[src/rtl/eseq_pkg.sv]
// Shared definitions for the engagement sequencer: state encodings, state
// width, parameter defaults and the zero-to-one cycle-count helper.
package eseq_pkg;

    localparam int ESEQ_STATE_W = 3;

    typedef enum logic [ESEQ_STATE_W-1:0] {
        ST_IDLE     = 3'd0,
        ST_ARMING   = 3'd1,
        ST_LOCKED   = 3'd2,
        ST_FIRING   = 3'd3,
        ST_COOLDOWN = 3'd4,
        ST_ABORT    = 3'd5
    } eseq_state_e;

    localparam logic [15:0] ESEQ_ARM_CYCLES_DEF        = 16'd4;
    localparam logic [15:0] ESEQ_COOLDOWN_CYCLES_DEF   = 16'd8;
    localparam logic [31:0] ESEQ_MIN_FIRE_DISTANCE_DEF = 32'd100;
    localparam logic [7:0]  ESEQ_MAX_AMMO_DEF          = 8'd6;

    // A programmed duration of zero is treated as a single cycle so a
    // timed state can never be skipped entirely.
    function automatic logic [15:0] eseq_eff_cycles(input logic [15:0] cycles);
        return (cycles == 16'd0) ? 16'd1 : cycles;
    endfunction

endpackage

[src/rtl/eseq_timer.sv]
// Shared dwell timer for ARMING and COOLDOWN. Counts up from zero while
// enabled, saturates at 16'hFFFF, and flags done on the last cycle of the
// programmed duration so the FSM leaves on the following edge.
module eseq_timer
    import eseq_pkg::*;
(
    input  logic        CLK,
    input  logic        RST,
    input  logic        i_clear,
    input  logic        i_count_en,
    input  logic [15:0] i_target,
    output logic        o_done
);

    logic [15:0] r_count;
    logic [15:0] w_last;

    // Cycle counter: clear wins over count, never wraps.
    always_ff @(posedge CLK) begin
        if (RST || i_clear) begin
            r_count <= 16'd0;
        end else if (i_count_en && (r_count != 16'hFFFF)) begin
            r_count <= r_count + 16'd1;
        end
    end

    // Done while sitting in the final cycle of the effective duration.
    always_comb begin
        w_last = eseq_eff_cycles(i_target) - 16'd1;
        o_done = (r_count >= w_last);
    end

endmodule

[src/rtl/engagement_sequencer.sv]
// Engagement sequencer: IDLE -> ARMING -> LOCKED -> FIRING -> COOLDOWN,
// with ABORT reachable from every state. Each cycle an abort condition
// beats a disengage (safe_to_engage low), which beats normal progress.
// All outputs are decoded from the registered state only.
// Optional feature macro: ESEQ_AMMO_TRACK_EN enables ammunition counting;
// without it firing is unlimited and ammo_remaining reads 8'hFF.
module engagement_sequencer
    import eseq_pkg::*;
#(
    parameter logic [15:0] ARM_CYCLES        = ESEQ_ARM_CYCLES_DEF,
    parameter logic [15:0] COOLDOWN_CYCLES   = ESEQ_COOLDOWN_CYCLES_DEF,
    parameter logic [31:0] MIN_FIRE_DISTANCE = ESEQ_MIN_FIRE_DISTANCE_DEF,
    parameter logic [7:0]  MAX_AMMO          = ESEQ_MAX_AMMO_DEF
) (
    input  logic        CLK,
    input  logic        RST,
    input  logic        safe_to_engage,
    input  logic        emergency_landing_alert,
    input  logic [31:0] distance_to_target,
    input  logic        pilot_fire_cmd,
    input  logic        pilot_abort,
    output logic        fire_pulse,
    output logic        weapon_armed,
    output logic        target_locked,
    output logic        abort_active,
    output logic [2:0]  ESEQ_state,
    output logic [7:0]  ammo_remaining
);

    eseq_state_e r_state;
    eseq_state_e w_next_state;
    logic        r_fire_prev;
    logic        w_abort;
    logic        w_fire_rise;
    logic        w_range_ok;
    logic        w_ammo_ok;
    logic        w_tmr_clear;
    logic        w_tmr_en;
    logic        w_tmr_done;
    logic [15:0] w_tmr_target;

`ifdef ESEQ_AMMO_TRACK_EN
    logic [7:0]  r_ammo;
`endif

    // Qualifying conditions; the fire edge uses the registered previous
    // level so a command held high across entry into LOCKED cannot fire.
    always_comb begin
        w_abort     = emergency_landing_alert | pilot_abort;
        w_fire_rise = pilot_fire_cmd & ~r_fire_prev;
        w_range_ok  = (distance_to_target >= MIN_FIRE_DISTANCE);
`ifdef ESEQ_AMMO_TRACK_EN
        w_ammo_ok   = (r_ammo != 8'd0);
`else
        w_ammo_ok   = 1'b1;
`endif
    end

    // Timer is cleared on every state change and outside timed states, so
    // each visit to ARMING or COOLDOWN starts from zero.
    always_comb begin
        w_tmr_target = (r_state == ST_COOLDOWN) ? COOLDOWN_CYCLES : ARM_CYCLES;
        w_tmr_clear  = (w_next_state != r_state) ||
                       !((r_state == ST_ARMING) || (r_state == ST_COOLDOWN));
        w_tmr_en     = !w_tmr_clear;
    end

    eseq_timer u_timer (
        .CLK        (CLK),
        .RST        (RST),
        .i_clear    (w_tmr_clear),
        .i_count_en (w_tmr_en),
        .i_target   (w_tmr_target),
        .o_done     (w_tmr_done)
    );

    // State register.
    always_ff @(posedge CLK) begin
        if (RST) begin
            r_state <= ST_IDLE;
        end else begin
            r_state <= w_next_state;
        end
    end

    // Previous-cycle fire command level for rising-edge detection.
    always_ff @(posedge CLK) begin
        if (RST) begin
            r_fire_prev <= 1'b0;
        end else begin
            r_fire_prev <= pilot_fire_cmd;
        end
    end

`ifdef ESEQ_AMMO_TRACK_EN
    // One round is spent when leaving FIRING, whichever way it leaves.
    always_ff @(posedge CLK) begin
        if (RST) begin
            r_ammo <= MAX_AMMO;
        end else if ((r_state == ST_FIRING) && (r_ammo != 8'd0)) begin
            r_ammo <= r_ammo - 8'd1;
        end
    end
`endif

    // Next-state logic with abort > disengage > progress priority.
    always_comb begin
        w_next_state = r_state;
        if (w_abort) begin
            w_next_state = ST_ABORT;
        end else begin
            case (r_state)
                ST_IDLE: begin
                    if (safe_to_engage) w_next_state = ST_ARMING;
                end
                ST_ARMING: begin
                    if (!safe_to_engage)  w_next_state = ST_IDLE;
                    else if (w_tmr_done)  w_next_state = ST_LOCKED;
                end
                ST_LOCKED: begin
                    if (!safe_to_engage)
                        w_next_state = ST_IDLE;
                    else if (w_fire_rise && w_range_ok && w_ammo_ok)
                        w_next_state = ST_FIRING;
                end
                ST_FIRING: begin
                    w_next_state = ST_COOLDOWN;
                end
                ST_COOLDOWN: begin
                    // Disengage only picks the exit; it never cuts the dwell short.
                    if (w_tmr_done)
                        w_next_state = safe_to_engage ? ST_LOCKED : ST_IDLE;
                end
                ST_ABORT: begin
                    w_next_state = ST_IDLE;
                end
                default: begin
                    w_next_state = ST_IDLE;
                end
            endcase
        end
    end

    // Moore output decode from the registered state.
    always_comb begin
        fire_pulse    = (r_state == ST_FIRING);
        weapon_armed  = (r_state == ST_LOCKED) || (r_state == ST_FIRING) ||
                        (r_state == ST_COOLDOWN);
        target_locked = (r_state == ST_LOCKED);
        abort_active  = (r_state == ST_ABORT);
        ESEQ_state    = r_state;
`ifdef ESEQ_AMMO_TRACK_EN
        ammo_remaining = r_ammo;
`else
        ammo_remaining = 8'hFF;
`endif
    end

endmodule

[config.mk]
export PLATFORM = sky130hd
export DESIGN_NAME = engagement_sequencer
export DESIGN_NICKNAME = d
export VERILOG_FILES = /design/src/rtl/eseq_pkg.sv /design/src/rtl/eseq_timer.sv /design/src/rtl/engagement_sequencer.sv
export SDC_FILE = /design/constraint.sdc
export NUM_CORES = 1
export LEC_CHECK = 0
export BUFFER_PORTS_ARGS = -buffer_cell sky130_fd_sc_hd__buf_2
export CORE_MARGIN = 2
export CORE_UTILIZATION = 25
export CTS_CLUSTER_DIAMETER = 50
export CTS_CLUSTER_SIZE = 20
export DETAILED_ROUTE_END_ITERATION = 10
export GPL_ROUTABILITY_DRIVEN = 0
export PLACE_DENSITY_LB_ADDON = 0.12
export SYNTH_ARGS = -nofsm -noshare
export SYNTH_HDL_FRONTEND = slang
export SYNTH_SLANG_ARGS = --single-unit
export TNS_END_PERCENT = 100
[constraint.sdc]
create_clock -name CLK -period 2 [get_ports CLK]
set_input_delay 0.4 -clock CLK [delete_from_list [all_inputs] [get_ports CLK]]
set_output_delay 0.4 -clock CLK [all_outputs]
set_load 0.02 [all_outputs]
Word level (Yosys, flattened, before mapping). Index checks and enable logic that the tools add are counted.

Add/sub/neg operators: 2. Magnitude comparators: 2. Equal/unequal tests: 7. Mux-type cells: 11. Bitwise operators: 3. Reduce and logical (&&, ||, !) cells: 11.

Operators by type and width (number): $ge A32 B7 Y1 const B (1); $mux W3 (7); $add A16 B1 Y16 const B (1); $ge A16 B16 Y1 (1); $logic_not A16 Y1 (1); $ne A16 B16 Y1 const B (1); $sub A16 B1 Y16 const B (1); $pmux W3 S5 (1); $mux W4 (2); $eq A3 B2 Y1 const B (2); $eq A3 B3 Y1 const B (2); $logic_or A1 B1 Y1 (5); $eq A3 B1 Y1 const B (1); $logic_not A3 Y1 (1); $ne A3 B3 Y1 (1); $logic_and A1 B1 Y1 (2); $logic_not A1 Y1 (2); $mux W2 (1); $and A1 B1 Y1 (1); $not A1 Y1 (1); $or A1 B1 Y1 (1).

Bits in registers: 20. Input port bits: 38. Output and inout bits: 15. Logic and storage cells: 39.

Depth between registers and ports, before layout.
Depth in word-level cells: 14. Mapped depth: 9. Gate-level depth less buffers: 9.

By module. Synthesis repeated with hierarchy kept, for this count alone.

Cells, all modules: 246. Area total of the unflattened synthesis: 1943.1 µm².

By module, submodules not included: eseq_timer (times used 1, cells each 183, area an instance 1481.4 µm², seq. area each 320.3 µm²); engagement_sequencer (times used 1, cells each 63, area an instance 461.7 µm², seq. area each 80.1 µm²).

Worst setup path after synthesis. No wires, ideal clock.

Path kind: register to register. Start: register r_state[2] (netlist: ESEQ_state[2]). End: register u_timer.r_count[0]. Library setup time: 0.130 ns. Data arrival time: 1.929 ns. Required time: 1.870 ns. Slack: -0.059 ns. Stages on the path, launching flop included: 9. Buffers on the path: 0. Clock period less this slack: 2.059 ns. Path through: dfxtp_1 > nand3_1 > ha_1 > a211oi_1 > and4_1 > o211ai_1 > o311ai_4 > xnor2_1 > nor3_1.

Longest elaborated chain between the ends: 14. Elaborated cells between the ends (all ways): 25. Classes of those cells: add/sub (1); order compare (1); eq/ne (5); mux (10); reduce/logical (8).

Ends and longest elaborated chain: start, declared (line engagement_sequencer.sv:30) `eseq_state_e r_state;`; start signal, assigned (line engagement_sequencer.sv:82) `r_state <= w_next_state;`; $eq A3 B3 Y1 (line engagement_sequencer.sv:62, engagement_sequencer.sv:64, engagement_sequencer.sv:112); $mux W4 (line engagement_sequencer.sv:62) `w_tmr_target = (r_state == ST_COOLDOWN) ? COOLDOWN_CYCLES : ARM_CYCLES;`; $logic_not A16 Y1 (line eseq_pkg.sv:24) `return (cycles == 16'd0) ? 16'd1 : cycles;`; $mux W4 (line eseq_pkg.sv:24); $sub A16 B1 Y16 (line eseq_timer.sv:29) `w_last = eseq_eff_cycles(i_target) - 16'd1;`; $ge A16 B16 Y1 (line eseq_timer.sv:30) `o_done = (r_count >= w_last);`; $mux W3 (line engagement_sequencer.sv:118) `else if (w_tmr_done) w_next_state = ST_LOCKED;`; $mux W3 (line engagement_sequencer.sv:117) `if (!safe_to_engage) w_next_state = ST_IDLE;`; $pmux W3 S5 (line engagement_sequencer.sv:112) `case (r_state)`; $mux W3 (line engagement_sequencer.sv:109) `if (w_abort) begin`; $ne A3 B3 Y1 (line engagement_sequencer.sv:63) `w_tmr_clear = (w_next_state != r_state) ||`; $logic_or A1 B1 Y1 * (line engagement_sequencer.sv:63); $logic_not A1 Y1 (line engagement_sequencer.sv:65) `w_tmr_en = !w_tmr_clear;`; $logic_and A1 B1 Y1 (line eseq_timer.sv:22) `end else if (i_count_en && (r_count != 16'hFFFF)) begin`; end signal, assigned (line eseq_timer.sv:23) `r_count <= r_count + 16'd1;`; end, declared (line eseq_timer.sv:15) `logic [15:0] r_count;`.

Every way passes the cells marked *; elsewhere a longest branch is shown, timed or not. A chain may end at the register's enable or synchronous reset.

Worst setup path after layout.
Start: register r_state[1] (netlist: ESEQ_state[1]). End: register u_timer.r_count[1].

Same word-level chain as after synthesis.

==> results.json <==
{
  "status": "complete, no violations",
  "wirelength_um": 2076,
  "yosysUniqueCellTypes": 32,
  "max-cap-violations": 0,
  "tns_ns": 0,
  "drc": 0,
  "diodes": 0,
  "setup_viol": 0,
  "vias": 853,
  "initial_utilization": 0.2593,
  "viasPerCell": 4.286,
  "ys_seq_area_frac": 0.4665,
  "dr.pass1.iters": 4,
  "hold_class": "input port to flop",
  "area_delta_synth_final_pct": 52.04,
  "syn-mean-instance-area_um2": 9.644,
  "dieArea_mm2": 0.003918,
  "max_freq_mhz": 507.3,
  "post-place-ws_ns": -0.03960,
  "clock-root-buffer": "clkbuf_4",
  "cts.htree.levels": 1,
  "setup_ws_ns": 0.02882,
  "grt.overflow.total": 0,
  "yosys_warnings": 0,
  "fin_crit_ns": 1.971,
  "cts_tree": "done",
  "finish.utilization": 0.3942,
  "io_buffers": 42,
  "clkPwrFrac": 0.369,
  "io_pins": 53,
  "grt_pass1_wl_um": 3463,
  "hpwlAfterDp_um": 1694,
  "antenna_found_initial": 0,
  "grt_max_degree": 13,
  "p_comb_frac": 0.144,
  "final_area_mm2": 0.001305,
  "synth_common_cells": "20 x dfxtp_1, 9 x nor4_1, 8 x buf_4, 5 x nor3_1",
  "cts_buffer_depth": 2,
  "power.internal_w": 0.0006783,
  "postCtsHoldBufs": 0,
  "top_layer": "met4",
  "numCtsBuffers": 3,
  "final_net_count": 194,
  "post-synth-top-count-cell": "dfxtp_1",
  "synth_top_area_frac": 0.4665,
  "n_fill_cell": 361,
  "synth_edf_count": 0,
  "worstSetupStartpointType": "flop",
  "grt_pass1_vias": 834,
  "yosysTopAreaCell": "dfxtp_1",
  "slew_violations": 0,
  "synth.area.top_cells": "dfxtp_1 47%, buf_4 7.0%, nor4_1 6.6%, o311ai_4 3.1%, ha_1 2.9%",
  "worstSetupPathType": "flop to flop",
  "grt_usage": 0.1103,
  "worst-path-max-fanout": 4,
  "rsz0062_at_grt": "yes",
  "wl_per_cell_um": 10.43,
  "end_kind": "flop",
  "cp_data_arrival_time_ns": 2.16,
  "p_leak_nw": 0.6140,
  "row_count": 21,
  "post-route-period-util": 0.9856,
  "cp.required_ns": 2.19,
  "syn_inst": 89,
  "p_switching_w": 0.0002002,
  "final_hold_viol_count": 0,
  "syn_area_um2": 858.3,
  "ys.flop_type": "dfxtp_1",
  "core_area_mm2": 0.003311,
  "dr_wl_met3_um": 104,
  "total_power_w": 0.0008785,
  "peakVddDrop_mv": 0.3082,
  "drive_gt1_frac": 0.4510,
  "fin_skew_ns": 0.005095,
  "die_height_um": 62.60,
  "power.density_mw_per_mm2": 673.2,
  "insertion_delay_ns": 0.29,
  "dr_wl_met2_um": 1082,
  "ant_nets": 0,
  "placed_cell_area_mm2": 0.001204,
  "fp.dieW_um": 62.60,
  "p_seq_frac": 0.487,
  "path_clk_slew_ns": 0.11,
  "drt-met1-wl_um": 858,
  "drt_iter0_drc": 39,
  "synth_seq_cells": 20,
  "p_sw_frac": 0.2279,
  "cts.sinks": 20,
  "async_reset_ff_frac": 0
}
-- power groups by stage --
stage | clock (W) | sequential (W) | combinational [W]
finish | 0.000324 | 0.000428 | 0.000127
global route | 0.000357 | 0.000430 | 0.000139
detailed placement | 0 | 0.000435 | 0.000119
CTS | 0.000336 | 0.000426 | 0.000122
floorplan | 0 | 0.000439 | 0.0000682
global placement | 0 | 0.000435 | 0.000117
-- metal layers --
| layer | GRT usage | up-vias |
|---|---|---|
| li1 | - | 431 |
| met1 | 0.1281 | 393 |
| met2 | 0.1922 | 25 |
| met3 | 0.04144 | 4 |
| met4 | 0.02500 | 0 |
| met5 | 0 | - |
-- logic make-up (layout without fill, tap and decap cells) --
kind of cell	count (synthesis)	after routing	share of synthesized area
XOR/XNOR	3	3	0.03062
flip-flops	20	20	0.4665
AND/OR/NAND/NOR	40	40	0.2755
adder cells (fa/ha/maj)	2	2	0.02915
AO/OA/AOI/OAI	10	10	0.1020
other	2	20	0.008750
buffers and inverters	12	58	0.08746
-- critical path, cell delays in order, from the launching register on --
cell and delay, ns:
dfxtp_2 0.34, inv_2 0.09, nand3_4 0.10, ha_4 0.28
a211oi_2 0.05, and4_4 0.19, o211ai_1 0.26, o311ai_4 0.16
xnor2_2 0.30, nor3b_2 0.08
-- state kept, by name, summed over array words and instances, names as in the netlist --
| signal | flops |
|---|---|
| ESEQ_state | 3 |
| r_fire_prev | 1 |
| u_timer.r_count | 16 |
-- through the flow --
step	cells	hold slack, ns
final	199	0.3142
after global routing	199	0.3180
after CTS	199	0.3215
after detailed placement	195	0.5614
after global placement	195	0.5542
after floorplan	107	0.4620
-- layout by cell type, fill, tap and decap left out, types with 2 or more instances in the layout --
cell and count:
a31oi_1 2, dfxtp_2 3, nand3_1 2, inv_1 2
nor2_1 3, clkbuf_4 3, nor4_1 9, nand4_1 4
inv_2 2, nor2b_1 4, buf_4 8, nor3_1 4
or3_4 2, conb_1 20, nand2_1 4, dfxtp_1 17
buf_2 42
-- final cells by class --
class                      instances  area, um2  share of cell area
inverter                           4      15.01             0.01151
multi-input combinational         75      505.5              0.3873
clock inverter                     1      30.03             0.02301
timing repair buffer              50      270.3              0.2071
sequential                        20      404.1              0.3097
clock buffer                       3      22.52             0.01726
tap                               46      57.56             0.04410
-- final timing paths --
check	depth (start not counted)	end	slack (ns)	startpoint
max	9	u_timer.r_count[1]	0.03	ESEQ_state[1]
min	2	ESEQ_state[2]	0.31	RST
max reg2reg	9	u_timer.r_count[1]	0.03	ESEQ_state[1]
min reg2reg	2	u_timer.r_count[3]	0.60	u_timer.r_count[3]
-- what timing repair did --
item | 4_1_cts | 5_1_grt
setup buffers | 0 | 0
resized for setup | 3 | 8
setup endpoints to repair | 3 | 4
pin swaps | 0 | 8
Note: power is estimated with default switching activity, not from simulation.
